[src/rtl/fifo_overflow_mp.sv]
// Multi-port circular FIFO with per-cycle multi-push/multi-pop.
// Full policy is either overwrite-oldest (lossy) or backpressure (lossless).
module fifo_overflow_mp #(
  parameter int DW        = 16,
  parameter int DEPTH     = 8,
  parameter int PUSH_W    = 2,
  parameter int POP_W     = 2,
  parameter int OVERWRITE = 1,
  parameter int CNT_W     = 8
) (
  input  logic                         clk,
  input  logic                         rst,
  input  logic                         flush,
  input  logic [PUSH_W-1:0]            push_valid,
  input  logic [PUSH_W*DW-1:0]         push_data,
  output logic [PUSH_W-1:0]            push_ready,
  input  logic [$clog2(POP_W+1)-1:0]   pop_cnt,
  output logic [POP_W*DW-1:0]          pop_data,
  output logic [POP_W-1:0]             valid,
  output logic [$clog2(DEPTH+1)-1:0]   free_slots,
  output logic                         overflow,
  output logic [CNT_W-1:0]             drop_cnt
);

  localparam int AW = $clog2(DEPTH);
  localparam int CW = $clog2(DEPTH + 1);
  localparam int RW = CW + 1;
  localparam int SW = ((CNT_W > RW) ? CNT_W : RW) + 1;
  localparam logic [CNT_W-1:0] CNT_MAX = '1;

  logic [DW-1:0]    mem_q [DEPTH];
  logic [DW-1:0]    mem_d [DEPTH];
  logic [AW-1:0]    head_q, head_d;
  logic [AW-1:0]    tail_q, tail_d;
  logic [CW-1:0]    count_q, count_d;
  logic             overflow_q, overflow_d;
  logic [CNT_W-1:0] drop_cnt_q, drop_cnt_d;

  logic [PUSH_W-1:0] accept;
  logic [RW-1:0]     n_push, n_pop, raw, excess;
  logic [SW-1:0]     drop_sum;

  // All outputs come from registered state only.
  always_comb begin
    free_slots = CW'(DEPTH) - count_q;
    for (int i = 0; i < PUSH_W; i++) begin
      push_ready[i] = (OVERWRITE != 0) || (CW'(i) < (CW'(DEPTH) - count_q));
    end
    for (int i = 0; i < POP_W; i++) begin
      valid[i]              = count_q > CW'(i);
      pop_data[i*DW +: DW]  = mem_q[head_q + AW'(i)];
    end
    overflow = overflow_q;
    drop_cnt = drop_cnt_q;
  end

  always_comb begin
    accept = push_valid & push_ready;
    n_push = '0;
    for (int i = 0; i < PUSH_W; i++) begin
      n_push = n_push + RW'(accept[i]);
    end
    n_pop  = RW'(pop_cnt);
    raw    = RW'(count_q) - n_pop + n_push;
    excess = '0;
    if ((OVERWRITE != 0) && (raw > RW'(DEPTH))) begin
      excess = raw - RW'(DEPTH);
    end
    drop_sum = SW'(drop_cnt_q) + SW'(excess);

    mem_d      = mem_q;
    head_d     = head_q;
    tail_d     = tail_q;
    count_d    = count_q;
    overflow_d = 1'b0;
    drop_cnt_d = drop_cnt_q;

    if (flush) begin
      head_d  = '0;
      tail_d  = '0;
      count_d = '0;
    end else begin
      // Overwritten entries are retired by advancing head past them.
      head_d     = head_q + AW'(n_pop + excess);
      tail_d     = tail_q + AW'(n_push);
      count_d    = CW'(raw - excess);
      overflow_d = (excess != '0);
      drop_cnt_d = (drop_sum > SW'(CNT_MAX)) ? CNT_MAX : CNT_W'(drop_sum);
      for (int i = 0; i < PUSH_W; i++) begin
        if (accept[i]) begin
          mem_d[tail_q + AW'(i)] = push_data[i*DW +: DW];
        end
      end
    end
  end

  always_ff @(posedge clk) begin
    if (rst) begin
      head_q     <= '0;
      tail_q     <= '0;
      count_q    <= '0;
      overflow_q <= 1'b0;
      drop_cnt_q <= '0;
    end else begin
      head_q     <= head_d;
      tail_q     <= tail_d;
      count_q    <= count_d;
      overflow_q <= overflow_d;
      drop_cnt_q <= drop_cnt_d;
    end
  end

  always_ff @(posedge clk) begin
    mem_q <= mem_d;
  end

`ifndef SYNTHESIS
  always_ff @(posedge clk) begin
    if (!rst && !flush) begin
      assert (RW'(pop_cnt) <= RW'(count_q))
        else $fatal(1, "pop_cnt exceeds occupancy");
      assert ((push_valid & (push_valid + PUSH_W'(1))) == '0)
        else $error("push_valid is not contiguous from lane 0");
    end
  end
`endif

endmodule

[config.mk]
export PLATFORM = sky130hd
export DESIGN_NAME = fifo_overflow_mp
export DESIGN_NICKNAME = d
export VERILOG_FILES = /design/src/rtl/fifo_overflow_mp.sv
export SDC_FILE = /design/constraint.sdc
export NUM_CORES = 1
export LEC_CHECK = 0
export ABC_CLOCK_PERIOD_IN_PS = 7300
export CELL_PAD_IN_SITES_DETAIL_PLACEMENT = 0
export CELL_PAD_IN_SITES_GLOBAL_PLACEMENT = 1
export CORE_ASPECT_RATIO = 0.8
export CORE_UTILIZATION = 30
export CTS_BUF_LIST = sky130_fd_sc_hd__clkbuf_4 sky130_fd_sc_hd__clkbuf_8 sky130_fd_sc_hd__clkbuf_16
export DETAILED_ROUTE_END_ITERATION = 8
export HOLD_SLACK_MARGIN = 0.08
export PLACE_DENSITY = 0.57
export SETUP_SLACK_MARGIN = 0.05
export SYNTH_ARGS = -nofsm -noshare
export SYNTH_HDL_FRONTEND = slang
export SYNTH_SLANG_ARGS = --single-unit
[constraint.sdc]
create_clock -name clk -period 7.3 [get_ports clk]
set_input_delay 1.825 -clock clk [delete_from_list [all_inputs] [get_ports clk]]
set_output_delay 1.825 -clock clk [all_outputs]
set_load 0.1 [all_outputs]
# --- Word-level counts from Yosys, hierarchy flattened ---
# Cells that the tools add are included.
totals:
  reg_bits: 147
  input_bits: 39
  output_inout_bits: 49
  elab_cells: 60
classes:
  n_addsub: 12
  magnitude_cmp: 10
  mux: 17
  bitwise_logic: 4
  n_reduce_logical: 4
op_table:
  columns: ["cell", "count"]
  rows:
  - ["$mux W128", 3]
  - ["$bwmux W128", 2]
  - ["$bmux W16 S3", 2]
  - ["$demux W16 S3", 2]
  - ["$mux W16", 6]
  - ["$ge A4 B4 Y1 const B", 4]
  - ["$not A3 Y4", 4]
  - ["$add A8 B5 Y9", 1]
  - ["$gt A9 B8 Y1 const B", 1]
  - ["$gt A4 B1 Y1 const B", 2]
  - ["$lt A4 B1 Y1 const B", 2]
  - ["$mux W8", 1]
  - ["$add A3 B1 Y3 const B", 2]
  - ["$add A5 B2 Y5", 1]
  - ["$gt A5 B4 Y1 const B", 1]
  - ["$mux W5", 1]
  - ["$reduce_bool A5 Y1", 1]
  - ["$sub A4 B2 Y5", 1]
  - ["$sub A5 B4 Y5 const B", 1]
  - ["$sub A4 B4 Y4", 1]
  - ["$sub A4 B4 Y4 const A", 1]
  - ["$add A2 B3 Y3", 1]
  - ["$add A3 B2 Y3", 1]
  - ["$add A3 B3 Y3", 1]
  - ["3 further kinds", 4]

# --- Logic depth before layout (Yosys ltp) ---
# Gate-level depths: netlist of the first run.
logic_depth:
  word_depth: 10
  mapped_depth: 17

# --- Worst setup path after synthesis of the first run ---
# No wires, ideal clock.
synth_path:
  path_kind: "input-to-reg"
  startpoint: "in push_valid[0]"
  endpoint: "reg drop_cnt_q[2], in the netlist drop_cnt[2]"
  setup_time_ps: 147
  t_arrival_ps: 5784
  t_required_ps: 7153
  setup_slack_ps: 1369
  path_stages: 17
  path_buffers: 0
  path_cell_list: "ha_1 inv_1 ha_1 inv_1 ha_1 fa_1 a211o_4 and3_1 a311oi_4 and2b_1 ha_1 fa_1 a21o_1 a21o_1 a21o_1 a41oi_1 a221oi_1"
synth_via:
  elab_chain_cells: 7
  elab_cells_between_ends: 8
  classes_between: "4 x add/sub; 2 x order compare; 2 x mux"
synth_lines:
  columns: ["item", "line", "rtl"]
  rows:
  - ["start: declaration", "14", "input logic [PUSH_W-1:0] push_valid,"]
  - ["$add A1 B1 Y2 *", "61", "n_push = n_push + RW'(accept[i]);"]
  - ["$add A5 B2 Y5 *", "64", "raw = RW'(count_q) - n_pop + n_push;"]
  - ["$sub A5 B4 Y5 / $gt A5 B4 Y1 (equally long branches)", "67, 66", null]
  - ["$mux W5 *", "66", "if ((OVERWRITE != 0) && (raw > RW'(DEPTH))) begin"]
  - ["$add A8 B5 Y9 *", "69", "drop_sum = SW'(drop_cnt_q) + SW'(excess);"]
  - ["$gt A9 B8 Y1", "88", "drop_cnt_d = (drop_sum > SW'(CNT_MAX)) ? CNT_MAX : CNT_W'(drop_sum);"]
  - ["$mux W8 *", "88", null]
  - ["end signal: assignment", "109", "drop_cnt_q <= drop_cnt_d;"]
  - ["end: declaration", "37", "logic [CNT_W-1:0] drop_cnt_q, drop_cnt_d;"]
# Mark *: on every way between the ends. The rest lies on a longest branch, timed or not.
# A chain may end at the register's enable or synchronous reset.

# --- Worst setup path after layout of the first run ---
layout_path:
  startpoint: "in push_valid[0]"
  endpoint: "reg drop_cnt_q[3], in the netlist drop_cnt[3]"
# Same word-level chain as after synthesis.

==> results by group, run 1 <==
Run status
  – Status: completed

Critical path
  – CP required: 7.59 ns
  – R2R Path Start: count_q[1]$_SDFF_PP0_
  – CP endpoint kind: flop
  – Critical-path maximum fanout: 6
  – Arr. time, crit path: 6.72 ns
  – Crit path from: push_valid[0]
  – Worst setup SP type: input pin
  – Crit path kind: input pin to flop

Synth
  – Synth unique cells: 53
  – Cells after Synth: 885
  – Leading post-synthesis cells by cell area: edfxtp_1 38%, mux4_2 14%, mux2i_1 13%
  – EDFF count, synth: 128
  – Seq/Total Area, Yosys: 0.416
  – Yosys reg bits: 147
  – Synth top area share: 0.379
  – Asr flop ratio synth: 0
  – Area leader, netlist: edfxtp_1
  – Post-Syn Area: 10200 um2
  – Most common library cells after synthesis: 128 x edfxtp_1, 128 x mux2i_1, 78 x nor2_1
  – Post-synth top flop: edfxtp_1
  – Mapped Avg Cell Area: 11.5 um2
  – Ys Warns: 0

Timing
  – Max-slew violation count: 0
  – Slew headroom: 0.255
  – RSZ-0062 raised after global routing: false
  – Fmax: 155 MHz
  – Setup tns final: 0 ns
  – Actual slew at the worst max-slew pin: 1.11 ns
  – Final Hold Viols: 0
  – # setup viols final: 0
  – Worst Skew: 0.0127 ns
  – Final worst slack: 0.865 ns
  – Final period utilization: 0.882
  – Final Critical Period: 6.44 ns

Die
  – Initial core utilization: 0.308
  – Die Area: 34600 um2
  – # IOs: 88
  – Die Ht: 167 um
  – Row cnt: 59
  – Die width: 208 um
  – Core area: 32900 um2

Clock network
  – H-Tree Depth: 4
  – CTS tree: yes
  – CTS max path bufs: 2
  – Clock Pin Slew Worst Setup and Hold Paths: 0.07 ns
  – # resized after CTS: 0
  – Clock sink count: 147
  – Clock latency on the worst-skew pair: 0.43 ns
  – CTS root buffer: clkbuf_16
  – CTS buffer count: 17
  – # hold bufs at CTS: 0
  – Setup bufs post-CTS: 0

Drt
  – Vias: 7089
  – DRT iter0 DRCs: 608
  – Router iterations before antenna repair: 5
  – Drt wl/cell: 21.6 um
  – Routed wire length: 29.3 mm
  – Post-route ant nets: 0
  – Drt via density: 5.22
  – DRC errors left: 0

Place
  – IO Port Bufs: 85
  – Dpl ws: 0.429 ns
  – Dpl hpwl: 17.8 mm
  – Routability cong.: 0.771

Worst hold path
  – HP Class: flop to flop
  – Hold Crit Start: drop_cnt[4]$_SDFFE_PP0N_

Final layout
  – Nets@finish: 982
  – Share of layout cells above drive strength 1: 0.183
  – Layout Area Growth over Synthesis: 16.9%
  – ANT cells: 0
  – # fillers: 3260

Job
  – # Max-Cap Violations: 0

Global routing
  – Vias in the first global route: 6866
  – Most Used Layer, Global Route: met2
  – First-pass GRT wire length: 44.7 mm
  – Initial antenna violation count: 0
  – Total GRT Usage: 0.173
  – Grt met3 use: 0.0285
  – Total congestion overflow: 0
  – Largest net degree at the start of global routing: 66
  – Met2 usage: 0.261
  – Met1 Use GR: 0.257

Power and ir drop
  – PwrDens: 361 nW/um2
  – Leak Pwr: 0.00439 uW
  – Worst VDD drop: 0.276 mV
-- through the flow --
step                total power, uW  instance area, um2  cells  hold WS [ns]  utilization
floorplan                      2900               10200    887         0.597            -
global placement               3420               11300   1325         0.489        0.343
detailed placement             3420               11300   1325         0.490        0.343
CTS                            4340               11900   1357         0.501        0.361
global route                   4470               11900   1357         0.532        0.361
finish                         4290               11900   1357         0.501        0.361
-- logic make-up (layout without fill, tap and decap cells) --
| group | after synthesis | count (layout) | share of synthesized area |
|---|---|---|---|
| simple gates | 190 | 190 | 0.0849 |
| mux | 224 | 224 | 0.304 |
| buf+inv | 121 | 164 | 0.0558 |
| fa+ha+maj | 26 | 26 | 0.0365 |
| compound gates | 163 | 163 | 0.0917 |
| other cells | 1 | 3 | 0.000369 |
| flops | 147 | 147 | 0.416 |
| xor+xnor | 13 | 13 | 0.0112 |
-- final cells by class --
| type | count | area [um2] | area share |
|---|---|---|---|
| sequential | 147 | 4230 | 0.356 |
| tap | 427 | 534 | 0.0450 |
| inverter | 25 | 96.3 | 0.00811 |
| clock inverter | 14 | 158 | 0.0133 |
| multi-input combinational | 619 | 5410 | 0.455 |
| timing repair buffer | 107 | 1020 | 0.0856 |
| clock buffer | 18 | 433 | 0.0365 |
-- critical path, stage by stage --
cell	delay, ns
clkdlybuf4s50_1	0.65
ha_1	0.20
inv_1	0.08
fa_1	0.49
inv_1	0.07
fa_1	0.50
a211o_4	0.38
and3_1	0.21
a311oi_4	0.25
and2b_1	0.26
ha_1	0.22
fa_1	0.40
a21o_1	0.17
a21o_1	0.21
a21o_1	0.22
a41oi_1	0.44
a221oi_1	0.14
-- placed cells by master, fill, tap and decap left out, types with 8 or more instances in the layout --
cell,instances
clkbuf_16,17
nand2_1,69
edfxtp_1,128
buf_4,22
mux4_2,64
mux2i_1,128
ha_1,19
inv_1,24
clkdlybuf4s50_1,85
xnor2_1,8
dfxtp_1,17
nor2_1,78
mux2_2,32
o21ai_0,60
a21oi_1,74
-- worst paths after layout --
kind              cells past startpoint                  endpoint  slack [ns]
setup / recovery                     17  drop_cnt[3]$_SDFFE_PP0N_        0.86
hold / removal                        2  drop_cnt[4]$_SDFFE_PP0N_        0.50
setup reg to reg                     15  drop_cnt[3]$_SDFFE_PP0N_        2.74
hold reg to reg                       2  drop_cnt[4]$_SDFFE_PP0N_        0.50
-- power breakdown --
part,total [uW],switching [uW],internal [uW]
registers,1070,59.8,1010
logic,2310,1570,745
clock network,904,392,513
total,4290,2020,2270
-- routing by layer --
| metal | share of wire | vias to the layer above |
|---|---|---|
| met1 | 0.50 | 3565 |
| met5 | 0 | - |
| met3 | 0.039 | 17 |
| met4 | 0.0079 | 0 |
| met2 | 0.45 | 146 |
| li1 | - | 3361 |
-- sequential cells by signal, indices dropped and copies added (netlist names) --
| name | flops |
|---|---|
| tail_q | 3 |
| overflow | 1 |
| head_q | 3 |
| mem_q | 128 |
| drop_cnt | 8 |
| count_q | 4 |
No activity file was read; power rests on OpenSTA's default activity.
==> run 2, diff against run 1 <==
--- a/config.mk
+++ b/config.mk
@@ -12,6 +12,7 @@
 export CORE_UTILIZATION = 30
 export CTS_BUF_LIST = sky130_fd_sc_hd__clkbuf_4 sky130_fd_sc_hd__clkbuf_8 sky130_fd_sc_hd__clkbuf_16
 export DETAILED_ROUTE_END_ITERATION = 8
+export GPL_TIMING_DRIVEN = 0
 export HOLD_SLACK_MARGIN = 0.08
 export PLACE_DENSITY = 0.57
 export SETUP_SLACK_MARGIN = 0.05
==> results by group, run 2 (synthesis results as in run 1) <==
Place
  – Routability cong.: 0.800 (+3.7%)
  – Dpl hpwl: 22.6 mm (+27%)
  – IO Port Bufs: 52 (-39%)
  – Inst Count DP: 1367 (+3.2%)

Drt
  – Drt via density: 5.42 (+3.7%)
  – Vias: 7577 (+6.9%)
  – Routed wire length: 34.5 mm (+17%)
  – DRC errors left: 0 (unchanged)
  – DRT iter0 DRCs: 626 (+3.0%)
  – Router iterations before antenna repair: 5 (unchanged)
  – Drt wl/cell: 24.6 um (+14%)
  – Post-route ant nets: 0 (unchanged)

Global routing
  – Total congestion overflow: 0 (unchanged)
  – Vias in the first global route: 7427 (+8.2%)
  – First-pass GRT wire length: 51.2 mm (+14%)
  – Largest net degree at the start of global routing: 78 (+18%)
  – Total GRT Usage: 0.202 (+0.0295)
  – Initial antenna violation count: 0 (unchanged)

Clock network
  – Clock sink count: 147 (unchanged)
  – CTS tree: yes
  – CTS root buffer: clkbuf_16
  – Clock latency on the worst-skew pair: 0.45 ns (+0.02 ns)
  – CTS max path bufs: 2 (unchanged)
  – Setup bufs post-CTS: 0 (unchanged)
  – H-Tree Depth: 4 (unchanged)
  – CTS buffer count: 17 (unchanged)
  – # resized after CTS: 0 (unchanged)
  – Clock Pin Slew Worst Setup and Hold Paths: 0.07 ns (about the same)
  – # hold bufs at CTS: 0 (unchanged)

Die
  – Die Area: 34600 um2 (unchanged)
  – Initial core utilization: 0.308 (unchanged)
  – # IOs: 88 (unchanged)
  – Die width: 208 um (unchanged)
  – Row cnt: 59 (unchanged)
  – Core area: 32900 um2 (unchanged)
  – Die Ht: 167 um (unchanged)

Critical path
  – CP required: 7.60 ns (about the same)
  – CP Cell Sequence: clkdlybuf4s50_1 > ha_1 > inv_1 > fa_1 > inv_1 > fa_1 > a211o_4 > and3_1 > a311oi_4 > and2b_1 > ha_1 > fa_1 > a21o_1 > a21o_1 > a21o_1 > a41oi_1 > a221oi_1
  – R2R depth: 15 (unchanged)
  – R2R Path Start: count_q[1]$_SDFF_PP0_
  – Arr. time, crit path: 7.04 ns (+0.32 ns)
  – Crit path kind: input pin to flop
  – Critical-path maximum fanout: 8 (+2)
  – Crit-path max cell delay: 0.67 ns (+0.02 ns)
  – Worst setup SP type: input pin
  – CP endpoint kind: flop
  – FF-to-FF End: drop_cnt[3]$_SDFFE_PP0N_
  – CP max stage cell: clkdlybuf4s50_1
  – R2R Setup Slk: 2.47 ns (-0.27 ns)

Timing
  – Worst Skew: 0.0153 ns (+0.00262 ns)
  – Setup tns final: 0 ns (unchanged)
  – Final Critical Period: 6.74 ns (+0.302 ns)
  – Final period utilization: 0.923 (+0.0414)
  – Slew headroom: 0.218 (-0.0372)
  – Fmax: 148 MHz (-4.5%)
  – Actual slew at the worst max-slew pin: 1.17 ns (+0.0544 ns)
  – Final Hold Viols: 0 (unchanged)
  – # setup viols final: 0 (unchanged)
  – Max-slew violation count: 0 (unchanged)
  – Fin Hold WS: 0.500 ns (-0.000702 ns)
  – RSZ-0062 raised after global routing: false

Final layout
  – Multi-input gate area: 5370 um2 (-0.65%)
  – Layout Area Growth over Synthesis: 16.6%
  – Sequential cell area: 4220 um2 (-0.12%)
  – ANT cells: 0 (unchanged)
  – # fillers: 3304 (+1.3%)
  – Max FFs per register: 128 (unchanged)
  – Most frequent cells in the layout: 128 x mux2i_1, 128 x edfxtp_1, 78 x nor2_1
  – Nets@finish: 1024 (+4.3%)
  – Non-filler instance count after layout: 1399 (+3.1%)
  – Share of layout cells above drive strength 1: 0.191 (+0.00856)
  – Largest Register: mem_q

Worst hold path
  – HP Class: flop to flop
  – Hold Path Stages: 2 (unchanged)
  – Hold Crit Start: drop_cnt[4]$_SDFFE_PP0N_
  – Hold EP: drop_cnt[4]$_SDFFE_PP0N_

Power and ir drop
  – Worst VDD drop: 0.288 mV (+4.3%)
  – Final Power: 4350 uW (+1.5%)
  – PwrDens: 368 nW/um2 (+1.8%)
  – Leak Pwr: 0.00443 uW (+0.92%)

Job
  – # Max-Cap Violations: 0 (unchanged)

Run status
  – Status: completed
[run 2: critical path, delay by kind of cell]
family	cells	cell delay, ns
AO/OA/AOI/OAI	7	2.01
adder cells (fa/ha/maj)	5	1.85
buffers and inverters	3	0.84
AND/OR/NAND/NOR	2	0.49
[run 2: layer usage]
metal / vias to the layer above / share of wire / track usage
li1: 3446 / - / -
met1: 3796 / 0.48 / 0.296
met2: 301 / 0.44 / 0.306
met3: 34 / 0.065 / 0.0411
met4: 0 / 0.012 / 0.0438
met5: - / 0 / 0
[run 2: final cells by class]
cell class                      instances  share of cell area
Timing Repair Buffer                   53              0.0463
Tap cell                              427              0.0451
Clock buffer                           17              0.0359
Inverter                               25             0.00834
Multi-Input combinational cell        619               0.453
Sequential cell                       147               0.357
Buffer                                 96              0.0399
Clock inverter                         15              0.0144
[run 2: worst max path at each step]
stage	start	to	slack, ns	cells past startpoint
after floorplan	push_valid[0]	drop_cnt[2]$_SDFFE_PP0N_	1.37	17
final	push_valid[0]	drop_cnt[3]$_SDFFE_PP0N_	0.56	17
after detailed placement	push_valid[0]	drop_cnt[4]$_SDFFE_PP0N_	0.12	17
after CTS	push_valid[0]	drop_cnt[2]$_SDFFE_PP0N_	0.60	17
after global routing	push_valid[0]	drop_cnt[3]$_SDFFE_PP0N_	0.40	17
after global placement	flush	drop_cnt[7]$_SDFFE_PP0N_	-0.20	6
[run 2: where the power goes]
group / switching (uW) / internal, uW / leakage (uW)
clock network: 421 / 514 / 0.000286
logic: 1610 / 739 / 0.00273
registers: 60.4 / 1010 / 0.00141
total: 2090 / 2260 / 0.00443
[run 2: metrics by stage]
step	cell area, um2	utilization	worst slack [ns]
final	11800	0.360	0.562
after global routing	11800	0.360	0.396
after CTS	11800	0.360	0.600
after detailed placement	11200	0.342	0.125
after global placement	11200	0.341	-0.198
after floorplan	10200	-	1.37
==> run 3, diff against run 2 <==
--- a/config.mk
+++ b/config.mk
@@ -12,7 +12,6 @@
 export CORE_UTILIZATION = 30
 export CTS_BUF_LIST = sky130_fd_sc_hd__clkbuf_4 sky130_fd_sc_hd__clkbuf_8 sky130_fd_sc_hd__clkbuf_16
 export DETAILED_ROUTE_END_ITERATION = 8
-export GPL_TIMING_DRIVEN = 0
 export HOLD_SLACK_MARGIN = 0.08
 export PLACE_DENSITY = 0.57
 export SETUP_SLACK_MARGIN = 0.05
==> results of run 3 <==
No change in the layout: final DEF, timing and power equal those of run 1.
